$ cat config.mk
export PLATFORM = sky130hd
export DESIGN_NAME = mul8_ha_array_final_adder
export DESIGN_NICKNAME = d
export VERILOG_FILES = /design/src/rtl/mul8_ha_pkg.sv /design/src/rtl/mul8_ha_pipe_stage.sv /design/src/rtl/mul8_ha_array_final_adder.sv
export SDC_FILE = /design/constraint.sdc
export NUM_CORES = 1
export LEC_CHECK = 0
export ABC_CLOCK_PERIOD_IN_PS = 2800
export BUFFER_PORTS_ARGS = -buffer_cell sky130_fd_sc_hd__buf_2
export CAP_MARGIN = 10
export CORE_UTILIZATION = 55
export CTS_CLUSTER_DIAMETER = 60
export DETAILED_ROUTE_END_ITERATION = 8
export PLACE_DENSITY = 0.81
export REMOVE_ABC_BUFFERS = 1
export SLEW_MARGIN = 0
export SYNTH_ARGS = -nofsm -noshare
export SYNTH_HDL_FRONTEND = slang
export SYNTH_SLANG_ARGS = --single-unit
$ cat constraint.sdc
create_clock -name clk -period 2.8 [get_ports clk]
set_input_delay 0.56 -clock clk [delete_from_list [all_inputs] [get_ports clk]]
set_output_delay 0.56 -clock clk [all_outputs]
set_load 0.05 [all_outputs]
$ cat src/rtl/mul8_ha_pkg.sv
// Shared constants and helpers for the 8x8 approximate multiplier final adder.
// Row groups are carried as {b,t} pairs; row_val folds one pair into its row value.
package mul8_ha_pkg;

  localparam int ROWS    = 4;
  localparam int ROW_T_W = 9;
  localparam int ROW_B_W = 7;
  localparam int ROW_W   = 10;
  localparam int RAW_W   = 17;
  // Partial sums R0+(R1<<2) reach 1019+4076 = 5095, so they need 13 bits.
  localparam int PART_W  = 13;

  typedef struct packed {
    logic [ROW_B_W-1:0] b;
    logic [ROW_T_W-1:0] t;
  } row_t;

  // R = t + (b << 2); max 511 + 508 = 1019, fits in ROW_W bits.
  function automatic logic [ROW_W-1:0] row_val(input row_t r);
    return {{(ROW_W-ROW_T_W){1'b0}}, r.t}
         + {{(ROW_W-ROW_B_W-2){1'b0}}, r.b, 2'b00};
  endfunction

endpackage

$ cat src/rtl/mul8_ha_pipe_stage.sv
// Generic valid/ready register slice: one entry, full throughput.
// Upstream may load whenever the slot is empty or the slot drains this cycle.
module mul8_ha_pipe_stage #(
  parameter int W = 8
) (
  input  logic         clk,
  input  logic         rst_n,
  input  logic         in_valid,
  output logic         in_ready,
  input  logic [W-1:0] in_data,
  output logic         out_valid,
  input  logic         out_ready,
  output logic [W-1:0] out_data
);

  logic         r_valid;
  logic [W-1:0] r_data;

  assign in_ready  = !r_valid | out_ready;
  assign out_valid = r_valid;
  assign out_data  = r_data;

  // Load a new entry (or go empty) whenever the slot is free; otherwise hold.
  always_ff @(posedge clk or negedge rst_n) begin
    if (!rst_n) begin
      r_valid <= 1'b0;
      r_data  <= '0;
    end else if (in_ready) begin
      r_valid <= in_valid;
      if (in_valid) begin
        r_data <= in_data;
      end
    end
  end

endmodule

$ cat src/rtl/mul8_ha_array_final_adder.sv
// Final adder of the 8x8 approximate multiplier's half-adder array.
// Stage 1 forms two partial sums, stage 2 forms the 17-bit raw sum and
// saturates it to OUT_W bits. Optional macro MUL8_HA_MAC_EN adds a running
// accumulator of the unsaturated raw sums (acc_clr / out_acc ports).
module mul8_ha_array_final_adder
  import mul8_ha_pkg::*;
#(
  parameter int OUT_W = 16
`ifdef MUL8_HA_MAC_EN
  ,
  parameter int ACC_W = 32
`endif
) (
  input  logic               clk,
  input  logic               rst_n,
  input  logic               in_valid,
  output logic               in_ready,
  input  logic [ROW_T_W-1:0] ha_array_0_t,
  input  logic [ROW_B_W-1:0] ha_array_0_b,
  input  logic [ROW_T_W-1:0] ha_array_1_t,
  input  logic [ROW_B_W-1:0] ha_array_1_b,
  input  logic [ROW_T_W-1:0] ha_array_2_t,
  input  logic [ROW_B_W-1:0] ha_array_2_b,
  input  logic [ROW_T_W-1:0] ha_array_3_t,
  input  logic [ROW_B_W-1:0] ha_array_3_b,
  output logic               out_valid,
  input  logic               out_ready,
  output logic [OUT_W-1:0]   out_product,
  output logic               out_ovf
`ifdef MUL8_HA_MAC_EN
  ,
  input  logic               acc_clr,
  output logic [ACC_W-1:0]   out_acc
`endif
);

`ifdef MUL8_HA_MAC_EN
  localparam int S1_W = 2*PART_W + 1;
`else
  localparam int S1_W = 2*PART_W;
`endif
  localparam int S2_W = OUT_W + 1;

  // ---- row values ----
  row_t             w_row  [ROWS];
  logic [ROW_W-1:0] w_rval [ROWS];

  assign w_row[0] = row_t'{b: ha_array_0_b, t: ha_array_0_t};
  assign w_row[1] = row_t'{b: ha_array_1_b, t: ha_array_1_t};
  assign w_row[2] = row_t'{b: ha_array_2_b, t: ha_array_2_t};
  assign w_row[3] = row_t'{b: ha_array_3_b, t: ha_array_3_t};

  generate
    for (genvar gi = 0; gi < ROWS; gi++) begin : g_row
      assign w_rval[gi] = row_val(w_row[gi]);
    end
  endgenerate

  // ---- stage 1: pairwise partial sums ----
  logic [PART_W-1:0] w_p01;
  logic [PART_W-1:0] w_p23;
  logic [S1_W-1:0]   w_s1_in_data;
  logic [S1_W-1:0]   w_s1_data;
  logic              w_s1_valid;
  logic              w_s1_in_ready;
  logic              w_s2_in_ready;

  assign w_p01 = PART_W'(w_rval[0]) + (PART_W'(w_rval[1]) << 2);
  assign w_p23 = PART_W'(w_rval[2]) + (PART_W'(w_rval[3]) << 2);

`ifdef MUL8_HA_MAC_EN
  // The clear flag rides with its entry so it applies to that product only.
  assign w_s1_in_data = {acc_clr, w_p23, w_p01};
`else
  assign w_s1_in_data = {w_p23, w_p01};
`endif

  mul8_ha_pipe_stage #(.W(S1_W)) u_stage1 (
    .clk       (clk),
    .rst_n     (rst_n),
    .in_valid  (in_valid),
    .in_ready  (w_s1_in_ready),
    .in_data   (w_s1_in_data),
    .out_valid (w_s1_valid),
    .out_ready (w_s2_in_ready),
    .out_data  (w_s1_data)
  );

  assign in_ready = w_s1_in_ready;

  // ---- stage 2: raw sum and saturation ----
  logic [PART_W-1:0] w_s1_p01;
  logic [PART_W-1:0] w_s1_p23;
  logic [RAW_W-1:0]  w_sum;
  logic [OUT_W-1:0]  w_sat_product;
  logic              w_sat_ovf;
  logic [S2_W-1:0]   w_s2_data;

  assign w_s1_p01 = w_s1_data[PART_W-1:0];
  assign w_s1_p23 = w_s1_data[2*PART_W-1:PART_W];
  assign w_sum    = RAW_W'(w_s1_p01) + (RAW_W'(w_s1_p23) << 4);

  generate
    if (OUT_W >= RAW_W) begin : g_no_sat
      // Raw sum always fits; overflow cannot happen.
      assign w_sat_ovf     = 1'b0;
      assign w_sat_product = OUT_W'(w_sum);
    end else begin : g_sat
      assign w_sat_ovf     = |w_sum[RAW_W-1:OUT_W];
      assign w_sat_product = w_sat_ovf ? {OUT_W{1'b1}} : w_sum[OUT_W-1:0];
    end
  endgenerate

  mul8_ha_pipe_stage #(.W(S2_W)) u_stage2 (
    .clk       (clk),
    .rst_n     (rst_n),
    .in_valid  (w_s1_valid),
    .in_ready  (w_s2_in_ready),
    .in_data   ({w_sat_ovf, w_sat_product}),
    .out_valid (out_valid),
    .out_ready (out_ready),
    .out_data  (w_s2_data)
  );

  assign out_ovf     = w_s2_data[S2_W-1];
  assign out_product = w_s2_data[OUT_W-1:0];

`ifdef MUL8_HA_MAC_EN
  // ---- accumulator, advanced in lock-step with stage 2 loads ----
  logic             w_s1_clr;
  logic [ACC_W-1:0] r_acc;

  assign w_s1_clr = w_s1_data[2*PART_W];

  // Load or add the raw (unsaturated) sum as the entry moves into stage 2.
  always_ff @(posedge clk or negedge rst_n) begin
    if (!rst_n) begin
      r_acc <= '0;
    end else if (w_s1_valid && w_s2_in_ready) begin
      r_acc <= w_s1_clr ? ACC_W'(w_sum) : r_acc + ACC_W'(w_sum);
    end
  end

  assign out_acc = r_acc;
`endif

endmodule

==> results.rst, run 1 <==
.. list-table::
   :header-rows: 1

   * - Metric
     - Value
   * - Status
     - finished with violations
   * - Count of input and output buffers
     - 86
   * - Worst path required time
     - 2.99 ns
   * - Leakage power
     - 2.40 nW
   * - Type of the setup path with the least slack
     - in2reg
   * - Yosys cell types
     - 51
   * - Pre-CTS setup slack
     - -0.791 ns
   * - Min-Delay Path Class
     - in2async
   * - Count of endpoints failing hold in the final timing report
     - 0
   * - Share of post-route cells with drive strength above 1
     - 0.400
   * - Placeable core region
     - 6420 µm²
   * - # IOs
     - 87
   * - FMAX
     - 320 MHz
   * - Logic gate share of total power
     - 0.642
   * - Via count of the first global-routing pass
     - 3510
   * - Power per unit of standard cell area
     - 855 nW/µm²
   * - Count of warnings emitted by yosys
     - 0
   * - Count of flip-flops with a built-in enable after synthesis
     - 0
   * - Die outline height
     - 84.0 µm
   * - Total Nets Final
     - 655
   * - Full die area
     - 7060 µm²
   * - Ranking of synthesized cells by area
     - dfrtp_1 (30%), ha_1 (13%), fa_1 (10%), nand2_1 (4.8%), xnor2_1 (3.1%)
   * - IR Drop Worst-Case VDD
     - 0.400 mV
   * - Max Slew Vio Count
     - 0
   * - Clock-pin slew on the worst setup and hold paths
     - 0.09 ns
   * - Number of antenna violations at the first check in global routing
     - 0
   * - Mean instance size in the synthesized netlist
     - 9.37 µm²
   * - Latest clock arrival within the worst-skew pair
     - 0.31 ns
   * - Clock Skew
     - 0.00486 ns
   * - Worst slew pin tran
     - 0.992 ns
   * - Clock Power Share
     - 0.120
   * - Clock Tree Root
     - clkbuf_8
   * - Endpoints failing setup
     - 10
   * - Top cell type by total area after synthesis
     - dfrtp_1
   * - Global-route wire length before repair
     - 16100 µm
   * - Diodes inserted
     - 0
   * - Clock Tree Buf Depth
     - 2
   * - CTS hold repair buffers
     - 0
   * - Critical path launch point type
     - primary input
   * - Crit path largest cell delay
     - 0.53 ns
   * - Count of placed standard cells including taps
     - 593
   * - Fraction of post-synthesis cell area in the top cell type by area
     - 0.304
   * - Global routing usage summed across all routing layers
     - 0.284
   * - Sum of negative setup slack
     - -2.03 ns
   * - Switching Power
     - 2.02 mW
   * - WP data arrival
     - 3.31 ns
   * - Number of buffers created by CTS
     - 5
   * - Last weighted congestion value of the routability-driven placer
     - 0.879
   * - Share of synthesized area occupied by flip-flops and latches
     - 0.304
   * - Number of violations reported at the end of detailed-routing iteration 0
     - 170
   * - Power Internal
     - 2.35 mW
   * - Sum of internal, switching and leakage power
     - 4.37 mW
   * - Top Family by Delay on Critical Path
     - adder cells
   * - Pin count of the biggest net entering global routing
     - 46
   * - Minimum period implied by the final worst setup slack
     - 3.12 ns
   * - HPWL reported at the end of detailed placement
     - 6370 µm
   * - Instance count of the mapped netlist
     - 395
   * - Area growth syn-to-layout
     - 38.3%
   * - First drt pass iteration count
     - 7
   * - Area of the mapped netlist
     - 3700 µm²
   * - Detail-routed via count per cell
     - 5.80
   * - Count of state elements after synthesis
     - 45
   * - Routed wire length
     - 10500 µm
   * - Horizontal die dimension
     - 84.0 µm
   * - Relative slew slack
     - 0.339
   * - Critical path buffer and inverter count
     - 5
   * - Via total after detailed routing
     - 3531
   * - Remaining number of nets flagged by the antenna check after routing
     - 0
   * - Cell with the largest stage delay on the worst path
     - fa_1
   * - DRC violation count after routing
     - 12
   * - Part of the power in registers
     - 0.238
   * - Clock sink count
     - 45
   * - Clock tree from TritonCTS
     - yes
   * - Starting Density
     - 0.576
   * - Wirelength per Cell
     - 17.2 µm
   * - Crit-path max FO
     - 5
   * - Asr flop ratio synth
     - 1.00
   * - Final worst setup slack
     - -0.324 ns
   * - Worst Setup End Kind
     - flip-flop
   * - Clock H-tree levels
     - 2
   * - Top FF cell, synth
     - dfrtp_1
   * - Failing checks
     - DRC, setup timing
   * - Maximum Capacitance Violations
     - 0
   * - FP Rows
     - 29
   * - CP Cell Sequence
     - buf_8 -> ha_4 -> fa_2 -> buf_4 -> buf_6 -> xnor2_4 -> fa_1 -> inv_2 -> ha_4 -> nand2_2 -> o21ai_2 -> buf_4 -> o21a_1 -> nor2_2 -> xor2_1 -> o21ai_1
   * - Fin crit share
     - 1.12
   * - Non-filler cells in the finished layout
     - 609
   * - Share of total power consumed by net switching
     - 0.463
   * - Unrepaired setup endpoints after global routing
     - yes
   * - Final Util
     - 0.797
   * - Overflow after GRT
     - 0
-- final timing paths --
| check | start | endpoint | slack, ns | depth (start not counted) |
|---|---|---|---|---|
| min in group clk | u_stage2.out_data[0] | u_stage2.out_data[0] | 0.46 | 2 |
| max | ha_array_1_b[0] | u_stage1.out_data[8] | -0.32 | 16 |
| max in group asynchronous | rst_n | u_stage2.out_data[0] | 1.77 | 1 |
| min reg2reg | u_stage2.out_data[0] | u_stage2.out_data[0] | 0.46 | 2 |
| min | rst_n | u_stage1.out_data[2] | 0.41 | 1 |
| max reg2reg | u_stage1.out_data[4] | u_stage2.out_data[1] | 0.39 | 10 |
-- registers in the layout, summed over array words and instances, names as in the netlist --
register and count:
u_stage2.out_data 17, u_stage2.out_valid 1, u_stage1.out_data 26, u_stage1.out_valid 1
-- layer usage --
metal | global-route usage | share of wire
met5 | 0 | 0
met4 | 0.116 | 0.030
met3 | 0.0346 | 0.040
met2 | 0.522 | 0.53
met1 | 0.333 | 0.40
-- logic make-up after synthesis --
kind of cell | share of synthesized area
xor+xnor | 0.0470
compound gates | 0.199
simple gates | 0.166
mux | 0.0213
fa+ha+maj | 0.228
buf+inv | 0.0348
flops | 0.304
-- cells in the final DEF (no fill, tap or decap), drive strengths merged, types with 11 or more instances in the layout --
cell and count:
dfrtp 45, nor2 30, fa 19, o21a 12, inv 24, o21ai 38, a21oi 16, xnor2 14
nand2 47, nor2b 11, buf 137, a211oi 11, ha 37
-- final cells by class --
type                            count  area, µm²
Multi-Input combinational cell    318       2830
Clock buffer                        6       82.6
Inverter                           24       90.1
Sequential cell                    45       1130
Tap cell                           77       96.3
Clock inverter                      2       37.5
Fill cell                         391       1310
Timing Repair Buffer              137        857
-- power by group through the flow --
stage                     registers (mW)  logic (mW)  clock network, mW
final                               1.04        2.81              0.523
after global routing                1.06        3.04              0.547
after CTS                           1.04        2.56              0.517
after detailed placement            1.05        2.36                  0
after global placement              1.04        2.29                  0
after floorplan                     1.38        1.35                  0
-- repair_timing --
item | in CTS | in global routing
hold endpoints to repair | 0 | 0
buffers inserted | 4 | 5
pin swaps | 34 | 30
endpoints found under the setup margin | 10 | 11
gates resized for setup | 53 | 34
-- synthesized netlist by cell type, types with 2 or more instances --
master	number
nand2_1	47
dfrtp_1	45
ha_1	37
nor2_1	29
inv_1	24
o21ai_0	22
fa_1	19
o21ai_1	16
a21oi_1	15
xnor2_1	13
o21a_1	12
nor2b_1	11
a211oi_1	10
nand2b_1	10
nor3_1	8
o31ai_1	8
mux2_2	7
clkbuf_1	6
o211ai_1	5
xor2_1	5
a21o_1	4
nor4_1	4
or4_1	4
o22a_1	3
a31oi_1	2
nand3_1	2
o31a_1	2
or3_1	2
-- through the flow --
stage	cell area (µm²)	hold slack (ns)
after floorplan	3660	0.264
after global placement	4510	0.443
after detailed placement	4510	0.450
after CTS	4940	0.442
after global routing	5120	0.483
final	5120	0.406
(Power assumes the default switching activity.)
==> run 2: changes to the inputs <==
Settings changed: ABC_CLOCK_PERIOD_IN_PS 2800 to 2600, CORE_UTILIZATION 55 to 50, MAX_ROUTING_LAYER from default to met4, PLACE_DENSITY 0.81 to 0.78.
Clock period 2.8 ns to 2.6 ns, I/O delays scaled along.
==> run 2 against run 1 <==
Effect of this change:
- design area grew 1.8%
- cell count rose by 3.1%
- sequential power increased by 8%
- non-clock buffer count unchanged
- routed wire length decreased by 11%
- the flow finishes with violations (setup timing)
- flip-flop and latch count stayed put
==> results.rst, run 2 (synthesis results as in run 1) <==
.. list-table::
   :header-rows: 1

   * - Metric
     - Value
   * - DRC violation count after routing
     - 0 (was 12)
   * - # IOs
     - 87 (unchanged)
   * - Cell with the largest stage delay on the worst path
     - fa_2 (was fa_1)
   * - Worst slew pin tran
     - 0.967 ns (was 0.992 ns)
   * - Worst Setup End Kind
     - flip-flop (unchanged)
   * - Number of fill cells in the layout
     - 472 (was 391)
   * - Power Internal
     - 2.62 mW (was 2.35 mW)
   * - Clock Skew
     - 0.00289 ns (was 0.00486 ns)
   * - Overflow after GRT
     - 0 (unchanged)
   * - Critical path launch point type
     - primary input (unchanged)
   * - Worst path required time
     - 2.80 ns (was 2.99 ns)
   * - Global-route wire length before repair
     - 15500 µm (was 16100 µm)
   * - Metal3 WL
     - 390 µm (was 417 µm)
   * - Via total after detailed routing
     - 3490 (was 3531)
   * - Min-Delay Path Class
     - in2async (unchanged)
   * - Status
     - finished with violations (unchanged)
   * - Total Nets Final
     - 655 (unchanged)
   * - Remaining number of nets flagged by the antenna check after routing
     - 0 (unchanged)
   * - CP Cell Sequence
     - buf_6 -> ha_4 -> inv_2 -> fa_2 -> nand2b_4 -> nand2b_4 -> a211oi_2 -> nor2_1 -> fa_2 -> ha_4 -> or4_4 -> nor2_4 -> nor3_2 -> nor2b_1 -> a22o_1 (was buf_8 -> ha_4 -> fa_2 -> buf_4 -> buf_6 -> xnor2_4 -> fa_1 -> inv_2 -> ha_4 -> nand2_2 -> o21ai_2 -> buf_4 -> o21a_1 -> nor2_2 -> xor2_1 -> o21ai_1)
   * - Placeable core region
     - 6980 µm² (was 6420 µm²)
   * - Number of antenna violations at the first check in global routing
     - 0 (unchanged)
   * - Max Slew Vio Count
     - 0 (unchanged)
   * - Unrepaired setup endpoints after global routing
     - yes (unchanged)
   * - Diodes inserted
     - 0 (unchanged)
   * - Count of endpoints failing hold in the final timing report
     - 0 (unchanged)
   * - Clock-pin slew on the worst setup and hold paths
     - 0.08 ns (was 0.09 ns)
   * - Clock tree from TritonCTS
     - yes (unchanged)
   * - IR Drop Worst-Case VDD
     - 0.336 mV (was 0.400 mV)
   * - WP data arrival
     - 3.14 ns (was 3.31 ns)
   * - FP Rows
     - 30 (was 29)
   * - Latest clock arrival within the worst-skew pair
     - 0.30 ns (was 0.31 ns)
   * - Metal2 WL
     - 4830 µm (was 5510 µm)
   * - Part of the power in registers
     - 0.236 (was 0.238)
   * - Last weighted congestion value of the routability-driven placer
     - 0.859 (was 0.879)
   * - Failing checks
     - setup timing (was DRC, setup timing)
   * - First drt pass iteration count
     - 4 (was 7)
   * - Wirelength per Cell
     - 14.9 µm (was 17.2 µm)
   * - Number of flip-flops in the largest register
     - 26 (unchanged)
   * - Relative slew slack
     - 0.355 (was 0.339)
   * - Count of placed standard cells including taps
     - 612 (was 593)
   * - Share of post-route cells with drive strength above 1
     - 0.412 (was 0.400)
   * - Most used cells in the layout excluding fill and tap cells
     - buf_2 (79), dfrtp_1 (45), buf_4 (44) (was buf_2 (82), buf_4 (47), dfrtp_1 (45))
   * - Count of input and output buffers
     - 86 (unchanged)
   * - Non-filler cells in the finished layout
     - 628 (was 609)
   * - Number of violations reported at the end of detailed-routing iteration 0
     - 127 (was 170)
   * - Fin crit share
     - 1.13
   * - FMAX
     - 340 MHz
   * - Clock H-tree levels
     - 2 (unchanged)
   * - Clock sink count
     - 45 (unchanged)
   * - Crit path largest cell delay
     - 0.47 ns (was 0.53 ns)
   * - Power per unit of standard cell area
     - 911 nW/µm² (was 855 nW/µm²)
   * - Clock Tree Root
     - clkbuf_8 (unchanged)
   * - Leakage power
     - 2.40 nW (about the same)
   * - Sum of negative setup slack
     - -2.68 ns (was -2.03 ns)
   * - Share of total power consumed by net switching
     - 0.447 (was 0.463)
   * - Starting Density
     - 0.530 (was 0.576)
   * - Endpoints failing setup
     - 11 (was 10)
   * - Uppermost routed layer
     - met4 (unchanged)
   * - Switching Power
     - 2.12 mW (was 2.02 mW)
   * - Clock Tree Buf Depth
     - 2 (unchanged)
   * - HPWL reported at the end of detailed placement
     - 6410 µm (was 6370 µm)
   * - Post-route met1 wirelength
     - 3900 µm (was 4230 µm)
   * - Final Util
     - 0.746 (was 0.797)
   * - Most common library cell in the layout ignoring fill and taps
     - buf_2 (unchanged)
   * - Horizontal die dimension
     - 88.0 µm (was 84.0 µm)
   * - Maximum Capacitance Violations
     - 0 (unchanged)
   * - Minimum period implied by the final worst setup slack
     - 2.94 ns
   * - Logic gate share of total power
     - 0.633 (was 0.642)
   * - Global routing usage summed across all routing layers
     - 0.262 (was 0.284)
   * - Pin count of the biggest net entering global routing
     - 46 (unchanged)
   * - Number of buffers created by CTS
     - 5 (unchanged)
   * - Crit-path max FO
     - 3 (was 5)
   * - Type of the setup path with the least slack
     - in2reg (unchanged)
   * - Via count of the first global-routing pass
     - 3473 (was 3510)
   * - Routed wire length
     - 9360 µm (was 10500 µm)
   * - Final worst setup slack
     - -0.344 ns (was -0.324 ns)
   * - Area growth syn-to-layout
     - 40.8% (was 38.3%)
   * - Full die area
     - 7750 µm² (was 7060 µm²)
   * - Detail-routed via count per cell
     - 5.56 (was 5.80)
   * - Die outline height
     - 88.0 µm (was 84.0 µm)
   * - Clock Power Share
     - 0.131 (was 0.120)
run 2: changes by cell type in the layout (fill, tap and decap cells not counted), sizes merged:
cell | previous run | this run
clkinvlp | 1 | 0
clkinv | 0 | 1
bufinv | 1 | 2
clkbuf | 6 | 5
run 2: worst paths after layout:
| check | to | cells after the start | slack, ns | from |
|---|---|---|---|---|
| worst max-delay path | u_stage1.out_data[25] | 15 | -0.34 | ha_array_3_b[0] |
| worst min-delay path | u_stage2.out_data[3] | 1 | 0.37 | rst_n |
| worst max register to register | u_stage2.out_data[6] | 10 | 0.20 | u_stage1.out_data[4] |
| max in group asynchronous | u_stage1.out_data[25] | 1 | 1.64 | rst_n |
| worst min register to register | u_stage2.out_data[1] | 2 | 0.47 | u_stage2.out_data[1] |
| min in group clk | u_stage1.out_valid | 2 | 0.43 | in_valid |
run 2: critical path: cells and delay by family:
kind	cells	cell delay, ns
AO/OA/AOI/OAI	2	0.24
adder cells (fa/ha/maj)	4	1.15
buffers and inverters	2	0.11
AND/OR/NAND/NOR	7	1.11
run 2: what timing repair did:
item	CTS	global route
setup endpoints to repair	13	13
resized for setup	61	37
hold buffers	0	0
pin swaps	45	25
setup buffers	6	4
endpoints found under the hold margin	0	0
run 2: layout make-up:
class,count,area [µm²],share of cell area
Clock buffer,5,68.8,0.0132
Multi-Input combinational cell,318,2850,0.547
Sequential cell,45,1130,0.216
Clock inverter,3,65.1,0.0125
Timing Repair Buffer,137,887,0.170
Inverter,24,90.1,0.0173
Tap cell,96,120,0.0231
run 2: layer usage:
metal / up-vias / track usage
li1: 1681 / -
met1: 1656 / 0.296
met2: 124 / 0.472
met3: 29 / 0.0358
met4: 0 / 0.0909
met5: - / -
run 2: power groups by stage:
stage	sequential (mW)	combinational, mW	clock [mW]
6_report	1.12	3.00	0.623
5_1_grt	1.15	3.28	0.663
4_1_cts	1.12	2.74	0.633
3_5_place_dp	1.13	2.54	0
3_3_place_gp	1.12	2.47	0
2_1_floorplan	1.49	1.46	0
run 2: per-stage QoR:
stage	hold WS [ns]	instance area (µm²)	power (mW)	setup slack, ns
final	0.369	5210	4.74	-0.344
after global routing	0.440	5210	5.09	-0.474
after CTS	0.406	5010	4.49	-0.311
after detailed placement	0.456	4530	3.68	-0.857
after global placement	0.444	4530	3.58	-0.794
after floorplan	0.224	3660	2.95	-0.722
==> run 3: changes to the inputs <==
Settings changed: CELL_PAD_IN_SITES_DETAIL_PLACEMENT from default to 1, CELL_PAD_IN_SITES_GLOBAL_PLACEMENT from default to 2, CORE_UTILIZATION 50 to 30, PLACE_DENSITY 0.78 to default, PLACE_DENSITY_LB_ADDON from default to 0.1.
==> run 3 against run 2 <==
Effect of this change:
- flip-flop and latch count unchanged
- the run still ends with setup timing left
- clock skew up 0.00071 ns
- routed wire length up 6.3%
- critical path depth down 2
- cell count up 9.2%
- core utilization down 30 points
==> results.rst, run 3 (synthesis results as in run 1) <==
.. list-table::
   :header-rows: 1

   * - Metric
     - Value
   * - Starting Density
     - 0.308 (was 0.530)
   * - Horizontal die dimension
     - 113 µm (was 88.0 µm)
   * - Uppermost routed layer
     - met4 (unchanged)
   * - Number of violations reported at the end of detailed-routing iteration 0
     - 101 (was 127)
   * - Routed wire length
     - 9950 µm (was 9360 µm)
   * - FP Rows
     - 40 (was 30)
   * - Clock-pin slew on the worst setup and hold paths
     - 0.06 ns (was 0.08 ns)
   * - Most common library cell in the layout ignoring fill and taps
     - buf_2 (unchanged)
   * - Number of fill cells in the layout
     - 1416 (was 472)
   * - Diodes inserted
     - 0 (unchanged)
   * - Final worst setup slack
     - -0.367 ns (was -0.344 ns)
   * - Pin count of the biggest net entering global routing
     - 40 (was 46)
   * - Worst slew pin tran
     - 0.893 ns (was 0.967 ns)
   * - Latest clock arrival within the worst-skew pair
     - 0.29 ns (was 0.30 ns)
   * - Clock Tree Buf Depth
     - 2 (unchanged)
   * - Non-filler cells in the finished layout
     - 686 (was 628)
   * - Dpl cell area
     - 4680 µm² (was 4530 µm²)
   * - Type of the setup path with the least slack
     - in2reg (unchanged)
   * - Clock sink count
     - 45 (unchanged)
   * - Final Util
     - 0.447 (was 0.746)
   * - Clock Tree Root
     - clkbuf_16 (was clkbuf_8)
   * - Failing checks
     - setup timing (unchanged)
   * - Metal2 WL
     - 5070 µm (was 4830 µm)
   * - Post-route met1 wirelength
     - 4550 µm (was 3900 µm)
   * - Clock H-tree levels
     - 2 (unchanged)
   * - CTS hold repair buffers
     - 0 (unchanged)
   * - Clock Skew
     - 0.00360 ns (was 0.00289 ns)
   * - Global-route wire length before repair
     - 16900 µm (was 15500 µm)
   * - Critical path launch point type
     - primary input (unchanged)
   * - Number of antenna violations at the first check in global routing
     - 0 (unchanged)
   * - Number of flip-flops in the largest register
     - 26 (unchanged)
   * - Total Nets Final
     - 662 (was 655)
   * - Most used cells in the layout excluding fill and tap cells
     - buf_2 (80), buf_4 (51), dfrtp_1 (45) (was buf_2 (79), dfrtp_1 (45), buf_4 (44))
   * - First drt pass iteration count
     - 4 (unchanged)
   * - Endpoints failing setup
     - 10 (was 11)
   * - Minimum period implied by the final worst setup slack
     - 2.97 ns (was 2.94 ns)
   * - Unrepaired setup endpoints after global routing
     - yes (unchanged)
   * - Wirelength per Cell
     - 14.5 µm (was 14.9 µm)
   * - DRC violation count after routing
     - 0 (unchanged)
   * - Footprint of the flip-flops and latches
     - 1130 µm² (unchanged)
   * - Via total after detailed routing
     - 3376 (was 3490)
   * - Clock tree from TritonCTS
     - yes (unchanged)
   * - Crit-path max FO
     - 2 (was 3)
   * - Status
     - finished with violations (unchanged)
   * - Multi-input gate area
     - 2860 µm² (was 2850 µm²)
   * - Area growth syn-to-layout
     - 45.2% (was 40.8%)
   * - FMAX
     - 337 MHz (was 340 MHz)
   * - WP data arrival
     - 3.13 ns (was 3.14 ns)
   * - Fin crit share
     - 1.14 (was 1.13)
   * - Last weighted congestion value of the routability-driven placer
     - 0.745 (was 0.859)
   * - Count of input and output buffers
     - 86 (unchanged)
   * - Number of buffers created by CTS
     - 5 (unchanged)
   * - Finished Cell Area
     - 5370 µm² (was 5210 µm²)
   * - Via count of the first global-routing pass
     - 3578 (was 3473)
   * - Placeable core region
     - 12000 µm² (was 6980 µm²)
   * - Full die area
     - 12800 µm² (was 7750 µm²)
   * - Leakage power
     - 2.47 nW (was 2.40 nW)
   * - Worst Setup End Kind
     - flip-flop (unchanged)
   * - Power per unit of standard cell area
     - 906 nW/µm² (was 911 nW/µm²)
   * - HPWL reported at the end of detailed placement
     - 7750 µm (was 6410 µm)
   * - Maximum Capacitance Violations
     - 0 (unchanged)
   * - Min-Delay Path Class
     - in2async (unchanged)
   * - Die outline height
     - 113 µm (was 88.0 µm)
   * - Metal3 WL
     - 249 µm (was 390 µm)
   * - Pre-CTS setup slack
     - -0.927 ns (was -0.857 ns)
   * - Share of post-route cells with drive strength above 1
     - 0.423 (was 0.412)
   * - IR Drop Worst-Case VDD
     - 0.282 mV (was 0.336 mV)
   * - Global routing usage summed across all routing layers
     - 0.168 (was 0.262)
   * - Remaining number of nets flagged by the antenna check after routing
     - 0 (unchanged)
   * - Sum of negative setup slack
     - -2.90 ns (was -2.68 ns)
   * - Worst path required time
     - 2.77 ns (was 2.80 ns)
   * - Detail-routed via count per cell
     - 4.92 (was 5.56)
   * - Count of endpoints failing hold in the final timing report
     - 0 (unchanged)
   * - Max Slew Vio Count
     - 0 (unchanged)
   * - Overflow after GRT
     - 0 (unchanged)
   * - # IOs
     - 87 (unchanged)
   * - Count of placed standard cells including taps
     - 674 (was 612)
   * - Relative slew slack
     - 0.405 (was 0.355)
[run 3: cell types whose count changed in the layout (fill, tap and decap cells not counted), sizes merged]
cell	delta
clkbuf	+2
clkinv	-1
buf	+7
bufinv	-1
[run 3: final cells by class]
cell class,count,area share
clock buffer,7,0.0266
timing repair buffer,144,0.174
tap,147,0.0342
multi-input combinational,318,0.533
sequential,45,0.210
inverter,24,0.0168
clock inverter,1,0.00559
[run 3: timing repair]
item / 4_1_cts / 5_1_grt
endpoints found under the setup margin: 14 / 16
pin swaps: 52 / 34
buffers inserted: 5 / 0
hold endpoints to repair: 0 / 0
gates resized for setup: 66 / 34
[run 3: layer usage]
layer / track usage / vias up
li1: - / 1686
met5: - / -
met1: 0.213 / 1616
met3: 0.0225 / 4
met2: 0.286 / 70
met4: 0.0368 / 0
[run 3: worst max-delay path, cell delays in order]
cell	delay, ns
buf_6	0.10
ha_4	0.17
fa_2	0.36
a21o_1	0.18
a21oi_2	0.18
xnor2_2	0.15
fa_2	0.48
ha_4	0.18
or4_4	0.42
nor2_2	0.11
nor3_2	0.07
xnor2_1	0.15
o21ai_1	0.07
[run 3: stage by stage]
stage,power (mW),hold WS [ns]
after floorplan,2.95,0.224
after global placement,3.73,0.443
after detailed placement,3.79,0.452
after CTS,4.77,0.398
after global routing,5.29,0.423
final,4.87,0.358
[run 3: worst paths after layout]
kind	from	end	slack (ns)	cells past startpoint
min in group clk	in_valid	u_stage1.out_valid	0.46	2
max in group asynchronous	rst_n	u_stage1.out_data[22]	1.63	2
worst max-delay path	ha_array_1_b[0]	u_stage1.out_data[10]	-0.37	13
worst max register to register	u_stage1.out_data[13]	u_stage2.out_data[6]	0.13	10
worst min register to register	u_stage2.out_data[3]	u_stage2.out_data[3]	0.46	2
worst min-delay path	rst_n	u_stage1.out_data[2]	0.36	1
[run 3: power breakdown]
part / internal, mW / leakage [nW] / switching, mW
Sequential: 0.957 / 0.540 / 0.169
Clock: 0.480 / 0.0841 / 0.257
Combinational: 1.30 / 1.84 / 1.71
